--- config.mk ---
export PLATFORM = sky130hd
export DESIGN_NAME = tanh_core_arbiter
export DESIGN_NICKNAME = d
export VERILOG_FILES = /design/src/rtl/tanh_core_arbiter.sv
export SDC_FILE = /design/constraint.sdc
export NUM_CORES = 1
export LEC_CHECK = 0
export CAP_MARGIN = 40
export CORE_ASPECT_RATIO = 1.75
export CORE_MARGIN = 4
export CORE_UTILIZATION = 30
export CTS_BUF_LIST = sky130_fd_sc_hd__clkbuf_8 sky130_fd_sc_hd__clkbuf_16
export CTS_CLUSTER_SIZE = 20
export DETAILED_ROUTE_END_ITERATION = 10
export PLACE_DENSITY = 0.67
export SLEW_MARGIN = 10
export SYNTH_ARGS = -nofsm -noshare
export SYNTH_HDL_FRONTEND = slang
export SYNTH_SLANG_ARGS = --single-unit
--- constraint.sdc ---
create_clock -name clk -period 4.46 [get_ports clk]
set_input_delay 0.669 -clock clk [delete_from_list [all_inputs] [get_ports clk]]
set_output_delay 0.669 -clock clk [all_outputs]
set_load 0.05 [all_outputs]
--- src/rtl/tanh_core_arbiter.sv ---
// rtl/tanh_core_arbiter.sv - round-robin sharing of one tanh LUT core between p-bit requesters
//
// Optional feature macro: TANH_ARB_REQ_MASK_EN (adds req_mask input; masked requesters are skipped)
//
// Ports:
//   clk         system clock
//   rst         asynchronous active-high reset
//   req         per-requester request level
//   req_mask    per-requester mask (only with TANH_ARB_REQ_MASK_EN)
//   req_phase   packed phases, requester i at [i*PHASE_W +: PHASE_W]
//   ack         one-cycle one-hot pulse: phase captured
//   core_phase  registered phase driven to the tanh core, held for the whole lookup
//   core_tanh   tanh core output
//   rsp_valid   one-cycle result strobe
//   rsp_id      requester that owns the result
//   rsp_tanh    captured tanh value
//   busy        lookup in flight
module tanh_core_arbiter #(
    parameter int N_REQ    = 4,
    parameter int ID_W     = 2,
    parameter int PHASE_W  = 8,
    parameter int TANH_W   = 8,
    parameter int CORE_LAT = 3
) (
    input  logic                       clk,
    input  logic                       rst,
    input  logic [N_REQ-1:0]           req,
`ifdef TANH_ARB_REQ_MASK_EN
    input  logic [N_REQ-1:0]           req_mask,
`endif
    input  logic [N_REQ*PHASE_W-1:0]   req_phase,
    output logic [N_REQ-1:0]           ack,
    output logic [PHASE_W-1:0]         core_phase,
    input  logic [TANH_W-1:0]          core_tanh,
    output logic                       rsp_valid,
    output logic [ID_W-1:0]            rsp_id,
    output logic [TANH_W-1:0]          rsp_tanh,
    output logic                       busy
);

    localparam int CNT_W = (CORE_LAT > 1) ? $clog2(CORE_LAT) : 1;
    localparam logic [CNT_W-1:0] HOLD_LAST = CNT_W'(CORE_LAT - 1);

    typedef enum logic [1:0] {IDLE, HOLD, CAPTURE} state_t;

    state_t                 state_q, state_d;
    logic [ID_W-1:0]        rr_ptr, rr_d;
    logic [CNT_W-1:0]       hold_cnt, cnt_d;
    logic [ID_W-1:0]        gnt_id, gnt_d;
    logic [PHASE_W-1:0]     phase_d;
    logic [N_REQ-1:0]       ack_d;
    logic                   vld_d;
    logic [ID_W-1:0]        rid_d;
    logic [TANH_W-1:0]      rt_d;
    logic                   busy_d;

    logic [N_REQ-1:0]       eff_req;
    logic                   pick_any;
    logic [ID_W-1:0]        pick_id;
    logic                   do_grant;

`ifdef TANH_ARB_REQ_MASK_EN
    assign eff_req = req & ~req_mask;
`else
    assign eff_req = req;
`endif

    function automatic logic [ID_W-1:0] wrap_add(input logic [ID_W-1:0] base, input int off);
        int s;
        s = int'(base) + off;
        if (s >= N_REQ) s = s - N_REQ;
        return ID_W'(s);
    endfunction

    // Walk offsets from the highest down so the last hit is the one closest
    // to rr_ptr; avoids a loop break while keeping first-from-pointer priority.
    always_comb begin
        pick_any = 1'b0;
        pick_id  = '0;
        for (int i = N_REQ - 1; i >= 0; i--) begin
            if (eff_req[wrap_add(rr_ptr, i)]) begin
                pick_any = 1'b1;
                pick_id  = wrap_add(rr_ptr, i);
            end
        end
    end

    // Only IDLE and CAPTURE look at requests; HOLD keeps them waiting.
    assign do_grant = pick_any && (state_q == IDLE || state_q == CAPTURE);

    always_comb begin
        state_d = state_q;
        rr_d    = rr_ptr;
        cnt_d   = hold_cnt;
        gnt_d   = gnt_id;
        phase_d = core_phase;
        ack_d   = '0;
        vld_d   = 1'b0;
        rid_d   = rsp_id;
        rt_d    = rsp_tanh;
        busy_d  = busy;
        case (state_q)
            IDLE: begin
            end
            HOLD: begin
                cnt_d = hold_cnt + 1'b1;
                if (hold_cnt == HOLD_LAST) state_d = CAPTURE;
            end
            CAPTURE: begin
                vld_d   = 1'b1;
                rt_d    = core_tanh;
                rid_d   = gnt_id;
                state_d = IDLE;
                busy_d  = 1'b0;
            end
            default: state_d = IDLE;
        endcase
        if (do_grant) begin
            gnt_d          = pick_id;
            phase_d        = req_phase[int'(pick_id) * PHASE_W +: PHASE_W];
            ack_d[pick_id] = 1'b1;
            rr_d           = (int'(pick_id) == N_REQ - 1) ? '0 : pick_id + 1'b1;
            cnt_d          = '0;
            busy_d         = 1'b1;
            state_d        = HOLD;
        end
    end

    always_ff @(posedge clk or posedge rst) begin
        if (rst) begin
            state_q    <= IDLE;
            rr_ptr     <= '0;
            hold_cnt   <= '0;
            gnt_id     <= '0;
            core_phase <= '0;
            ack        <= '0;
            rsp_valid  <= 1'b0;
            rsp_id     <= '0;
            rsp_tanh   <= '0;
            busy       <= 1'b0;
        end else begin
            state_q    <= state_d;
            rr_ptr     <= rr_d;
            hold_cnt   <= cnt_d;
            gnt_id     <= gnt_d;
            core_phase <= phase_d;
            ack        <= ack_d;
            rsp_valid  <= vld_d;
            rsp_id     <= rid_d;
            rsp_tanh   <= rt_d;
            busy       <= busy_d;
        end
    end

endmodule

==> impl_results.md, run 1 <==
* Outcome: finished, final reports clean
* Hold WC Path Type: flop to flop
* Post-CTS Setup Inserts at 0
* Largest family of logic cells by synthesized area: multiplexers
* DRT antenna net count at 0
* GRT Max-Usage Layer: met2
* Met3 Use GR at 2.40%
* Initial Utilization at 30.7%
* Period Utilization, post-route at 55.5%
* Crit path required time at ~4600 ps
* Max VDD drop at 0.493 mV
* N_diodes at 0
* Number of global-route vias before repair at 1,346
* Setup repair after global routing missed its margin: no
* Final hold slack at about 480 ps
* Post-Synthesis Cells at roughly 130
* CP startpoint kind: input port
* Antenna violations before repair at 0
* Cell Area, Placed at ~2300 um2
* Total grt overflow at 0
* Final Skew at 6.44 ps
* FMAX at 0.404 GHz
* GRT Overall Usage at 12.5%
* Final setup fails at 0
* Clk sinks at 32
* Register area share after synthesis at between 50% and 60%
* Max-cap violation count at 0
* Overall power at 1.75 mW
* Met1 usage at approximately an eighth
* Area delta synth->final at 57.7%
* Compound-Gate Fraction of Synth Area at 9.93%
* First-pass iteration count of the detailed router at 5
* Clk_lat worst skew at between 200 and 300 ps
* Fin Setup TNS at 0 ps
* Dpl hpwl at roughly 2800 um
* YS warnings at 0
* Buffers on Ports at 69
* CTS tree: yes
* Synth Net Count at 179
* Final Critical Period at between 2000 and 2500 ps
* Fin. Hold Viols at 0
* Vias at 1,231
* WL/cell at 14.2 um
* Syn Area/Cell at ~12 um2
* Die height at 102 um
* DRC Markers at 0
* Top post-synthesis cells by area: dfrtp_1 (53%), mux2i_1 (11%), mux2_2 (7.4%)
* CP max-delay cell: o32ai_1
* Share of post-route cells with drive strength above 1 at between 10% and 20%
* # fillers at 465
* Row count at 34
* Power per cell area at 735 nW/um2
* Post-layout net count at 253
* Longest Clk Path Bufs at 2
* Post-synth top area share at around 53%
* Mux cell area share after synthesis at a little under a fifth
* XOR/XNOR Fraction of Synth Area at 0%
* Post-DR vias/cell at around 4.8
* Worst setup EP type: flop
* CP max FO at 4
* Pin count of the biggest net entering global routing at 33
* Die width at a little over 60 um
* Most frequent cells in the layout: clkdlybuf4s50_1 (69), dfrtp_1 (32), nand2_1 (16), mux2i_1 (16), mux2_2 (10)
* Cell Area, Synth at around 1500 um2
* Global-route wire length before repair at 5960 um
* LEAKAGE at between 1 and 1.5 nW
* GPL Wtd Cong at 0.716
* Crit Path Class: input port to flop
* Final Cell Area at roughly 2400 um2
* Simple-gate area share of the yosys netlist at 10.4%
* Max H-tree Level at 2
* Final core occ at 48.3%
* Final wirelength at 3640 um
* CP arrival at 2660 ps
* Hold_buf cts at 0
* Full die area at 6290 um2
* Clk root buf: clkbuf_8
* Number of distinct library cells after synthesis at 23
* Most common cell after layout, fill and taps aside: clkdlybuf4s50_1
* Initial detailed-routing violation count at 28
* Rel. slew slack at 56.0%
* Post-Synth Adder-Cell Area at 4.14%
* Max Transition Viols Final at 0
* IO Pins at 70
* CP peak stage delay at 600 ps
* Post-CTS sizing at 0
* Area leader, netlist: dfrtp_1
* Worst slew pin tran at between 600 and 700 ps
* Clock slew at reported path FFs at 70 ps
* Post-synthesis register bit count at 32
* Num CTS Buffers at 5
* Met2 Use GR at 23.7%
* Crit-path cells: clkdlybuf4s50_1 -> nand2b_1 -> a21oi_1 -> o32ai_1 -> inv_1 -> ha_1 -> o31ai_1
* Area of the core at 4930 um2
[critical path, delay by kind of cell]
family                   cells  cell delay (ps)
adder cells (fa/ha/maj)      1              260
AND/OR/NAND/NOR              1              140
buffers and inverters        2              710
AO/OA/AOI/OAI                3              880
[through the flow]
step / worst slack [ps] / cells
6_report: 1980 / 257
5_1_grt: 1810 / 257
4_1_cts: 1980 / 257
3_5_place_dp: 1690 / 249
3_3_place_gp: 1540 / 247
2_1_floorplan: 2450 / 128
[registers in the layout, summed over array words and instances (netlist names)]
| name | count |
|---|---|
| ack | 4 |
| busy | 1 |
| core_phase | 8 |
| gnt_id | 2 |
| hold_cnt | 2 |
| rr_ptr | 2 |
| rsp_id | 2 |
| rsp_tanh | 8 |
| rsp_valid | 1 |
| state_q | 2 |
[synthesized netlist by cell type]
library cell / number
a211o_1: 1
a21o_1: 2
a21oi_1: 3
and2_1: 4
buf_12: 1
buf_6: 1
clkbuf_1: 3
dfrtp_1: 32
ha_1: 5
inv_1: 7
mux2_2: 10
mux2i_1: 16
nand2_1: 16
nand2_2: 1
nand2b_1: 3
nand3_1: 2
nor2_1: 3
nor2b_1: 2
nor2b_4: 1
o21ai_0: 5
o221ai_1: 8
o31ai_1: 1
o32ai_1: 1
[worst paths after layout]
path | start | to | slack, ps | cells past startpoint
worst max-delay path | req[1] | rr_ptr[0]$_DFFE_PP0P_ | 1980 | 7
worst min-delay path | gnt_id[0]$_DFFE_PP0P_ | gnt_id[0]$_DFFE_PP0P_ | 480 | 2
worst max register to register | rr_ptr[1]$_DFFE_PP0P_ | rr_ptr[0]$_DFFE_PP0P_ | 2570 | 5
worst min register to register | gnt_id[0]$_DFFE_PP0P_ | gnt_id[0]$_DFFE_PP0P_ | 480 | 2
max in group asynchronous | rst | core_phase[3]$_DFFE_PP0P_ | 3400 | 3
min in group asynchronous | rst | rsp_tanh[4]$_DFFE_PP0P_ | 770 | 3
[per-layer routing]
layer  vias up  wire length [um]  share of wire (%)
met3        10               224                6.2
met5         -                 0                  0
met2        48              2080                 57
met1       581              1250                 34
li1        592                 -                  -
met4         0                95                2.6
[where the power goes]
part	switching, mW	internal (mW)
combinational	0.591	0.365
clock	0.103	0.197
sequential	0.0723	0.423
[layout make-up]
| cell class | instances | area [um2] | share of cell area (%) |
|---|---|---|---|
| clock buffers | 7 | 96.3 | 4.04 |
| clock inverters | 1 | 30.0 | 1.26 |
| inverters | 7 | 26.3 | 1.10 |
| multi-input cells | 84 | 643 | 27.0 |
| flip-flops and latches | 32 | 801 | 33.6 |
| well taps | 54 | 67.6 | 2.83 |
| repair buffers | 72 | 721 | 30.2 |
[kinds of logic after synthesis]
logic type      Yosys count
simple gates             32
compound gates           21
fa+ha+maj                 5
flops                    32
mux                      26
buf+inv                  12
No activity file was read; power rests on OpenSTA's default activity.
==> run 2, diff against run 1 <==
Clock period 4.46 ns to 2.5 ns, I/O delays scaled along.
==> run 2 against run 1 <==
Net effect:
- combinational power grew 79%
- critical path depth decreased by 6
- non-clock buffer count is 2 higher
- via count shrank 0.41%
- flip-flop and latch count did not move
- worst hold slack got worse by 10 ps
- die area unchanged
- clock power grew 35%
- largest power group unchanged
- sequential power rose by 78%
- final area is 1.1% lower
- cell count grew 0.78%
==> impl_results.md, run 2 (synthesized netlist as in run 1, its figures left out) <==
* Outcome: finished, final reports clean (unchanged)
* Initial detailed-routing violation count at 10 (was 28)
* Rel. slew slack at 62.6% (was 56.0%)
* Most common cell after layout, fill and taps aside: clkdlybuf4s50_1 (unchanged)
* Antenna violations before repair at 0 (unchanged)
* CTS tree: yes (unchanged)
* Clk_lat worst skew at 280 ps (about the same)
* Worst path depth at 1 (was 7)
* First-pass iteration count of the detailed router at 4 (was 5)
* DRT antenna net count at 0 (unchanged)
* Number of global-route vias before repair at 1,270 (was 1,346)
* CP startpoint kind: flop (was input port)
* Max VDD drop at 0.718 mV (was 0.493 mV)
* CP max-delay cell: clkdlybuf4s50_1 (was o32ai_1)
* Initial Utilization at 30.7% (unchanged)
* Final Skew at 9.06 ps (was 6.44 ps)
* CP bufs+invs at 1 (was 2)
* # fillers at 469 (was 465)
* Dpl hpwl at 2730 um (was 2850 um)
* FMAX at 0.540 GHz
* Final Critical Period at 1850 ps
* Row count at 34 (unchanged)
* Clk sinks at 32 (unchanged)
* Longest Clk Path Bufs at 2 (unchanged)
* Final Cell Area at 2360 um2 (was 2380 um2)
* Hold_buf cts at 0 (unchanged)
* Clock slew at reported path FFs at 70 ps (about the same)
* Hold WC Path Type: input port to asynchronous set/reset pin (was flop to flop)
* CP max FO at 2 (was 4)
* GRT Overall Usage at 12.2% (was 12.5%)
* Die width at 61.7 um (unchanged)
* Final setup fails at 0 (unchanged)
* Area delta synth->final at 55.9% (was 57.7%)
* Total grt overflow at 0 (unchanged)
* R2R cell count at 6 (was 5)
* Fin Setup TNS at 0 ps (unchanged)
* Most frequent cells in the layout: clkdlybuf4s50_1 (69), dfrtp_1 (32), nand2_1 (16), mux2i_1 (16), mux2_2 (10) (unchanged)
* Share of post-route cells with drive strength above 1 at 12.2% (was 11.3%)
* CP peak stage delay at 810 ps (was 600 ps)
* Full die area at 6290 um2 (unchanged)
* Clk root buf: clkbuf_8 (unchanged)
* Final wirelength at 3490 um (was 3640 um)
* LEAKAGE at 1.09 nW (about the same)
* Worst setup EP type: output port (was flop)
* Post-DR vias/cell at 4.73 (was 4.79)
* CP arrival at 1480 ps (was 2660 ps)
* Crit path required time at 2120 ps (was 4640 ps)
* Post-CTS sizing at 0 (unchanged)
* Worst slew pin tran at 560 ps (was 657 ps)
* Place WS at 380 ps (was 1690 ps)
* Max H-tree Level at 2 (unchanged)
* Crit-path cells: clkdlybuf4s50_1 (was clkdlybuf4s50_1 -> nand2b_1 -> a21oi_1 -> o32ai_1 -> inv_1 -> ha_1 -> o31ai_1)
* Cell Area, Placed at 2270 um2 (was 2260 um2)
* Max Transition Viols Final at 0 (unchanged)
* Regs by FF count: core_phase x8, rsp_tanh x8, ack x4 (unchanged)
* Pin count of the biggest net entering global routing at 33 (unchanged)
* Final WS setup at 649 ps (was 1980 ps)
* N_diodes at 0 (unchanged)
* Final core occ at 47.8% (was 48.3%)
* Vias at 1,226 (was 1,231)
* Power per cell area at 1270 nW/um2 (was 735 nW/um2)
* DRC Markers at 0 (unchanged)
* Max-cap violation count at 0 (unchanged)
* Fin. Hold Viols at 0 (unchanged)
* Buffers on Ports at 69 (unchanged)
* Crit Path Class: flop to output port (was input port to flop)
* WL/cell at 13.5 um (was 14.2 um)
* Area of the core at 4930 um2 (unchanged)
* Die height at 102 um (unchanged)
* IO Pins at 70 (unchanged)
* Num CTS Buffers at 5 (unchanged)
* Period Utilization, post-route at 74.0%
* Post-layout net count at 255 (was 253)
* GPL Wtd Cong at 0.728 (was 0.716)
* Setup repair after global routing missed its margin: no (unchanged)
* Final hold slack at 466 ps (was 476 ps)
* Post-CTS Setup Inserts at 0 (unchanged)
* Global-route wire length before repair at 5700 um (was 5960 um)
* Top cell family by delay on the critical path: buffers and inverters (was compound AO/OA/AOI/OAI gates)
## run 2: final timing paths
path,slack [ps],start,to
max reg2reg,840,rr_ptr[0]$_DFFE_PP0P_,core_phase[0]$_DFFE_PP0P_
min in group clk,480,gnt_id[1]$_DFFE_PP0P_,gnt_id[1]$_DFFE_PP0P_
min,470,rst,rsp_tanh[2]$_DFFE_PP0P_
min reg2reg,480,gnt_id[1]$_DFFE_PP0P_,gnt_id[1]$_DFFE_PP0P_
max,650,core_phase[6]$_DFFE_PP0P_,core_phase[6]
max in group asynchronous,1730,rst,rsp_tanh[6]$_DFFE_PP0P_
## run 2: metal layers
| layer | global-route usage [%] | share of wire (%) | routed length, um | up-vias |
|---|---|---|---|---|
| met5 | 0 | 0 | 0 | - |
| met1 | 12.9 | 35 | 1210 | 576 |
| met3 | 3.92 | 7.5 | 261 | 6 |
| met4 | 5.39 | 2.3 | 80 | 0 |
| li1 | - | - | - | 598 |
| met2 | 21.4 | 55 | 1940 | 46 |
## run 2: per-stage QoR
stage / instances / power (mW)
after global placement: 251 / 2.60
final: 259 / 2.99
after global routing: 259 / 3.22
after CTS: 259 / 3.04
after detailed placement: 251 / 2.63
after floorplan: 128 / 2.07
## run 2: power by group
| group | total [mW] | internal [mW] | switching, mW |
|---|---|---|---|
| logic | 1.71 | 0.660 | 1.05 |
| registers | 0.883 | 0.755 | 0.128 |
| clock network | 0.405 | 0.219 | 0.185 |
## run 2: cell type report
type | instances | area (um2) | share of cell area [%]
flip-flops and latches | 32 | 801 | 34.0
repair buffers | 74 | 728 | 30.9
multi-input cells | 84 | 643 | 27.3
clock buffers | 6 | 82.6 | 3.50
well taps | 54 | 67.6 | 2.86
inverters | 7 | 26.3 | 1.11
clock inverters | 2 | 10.0 | 0.424
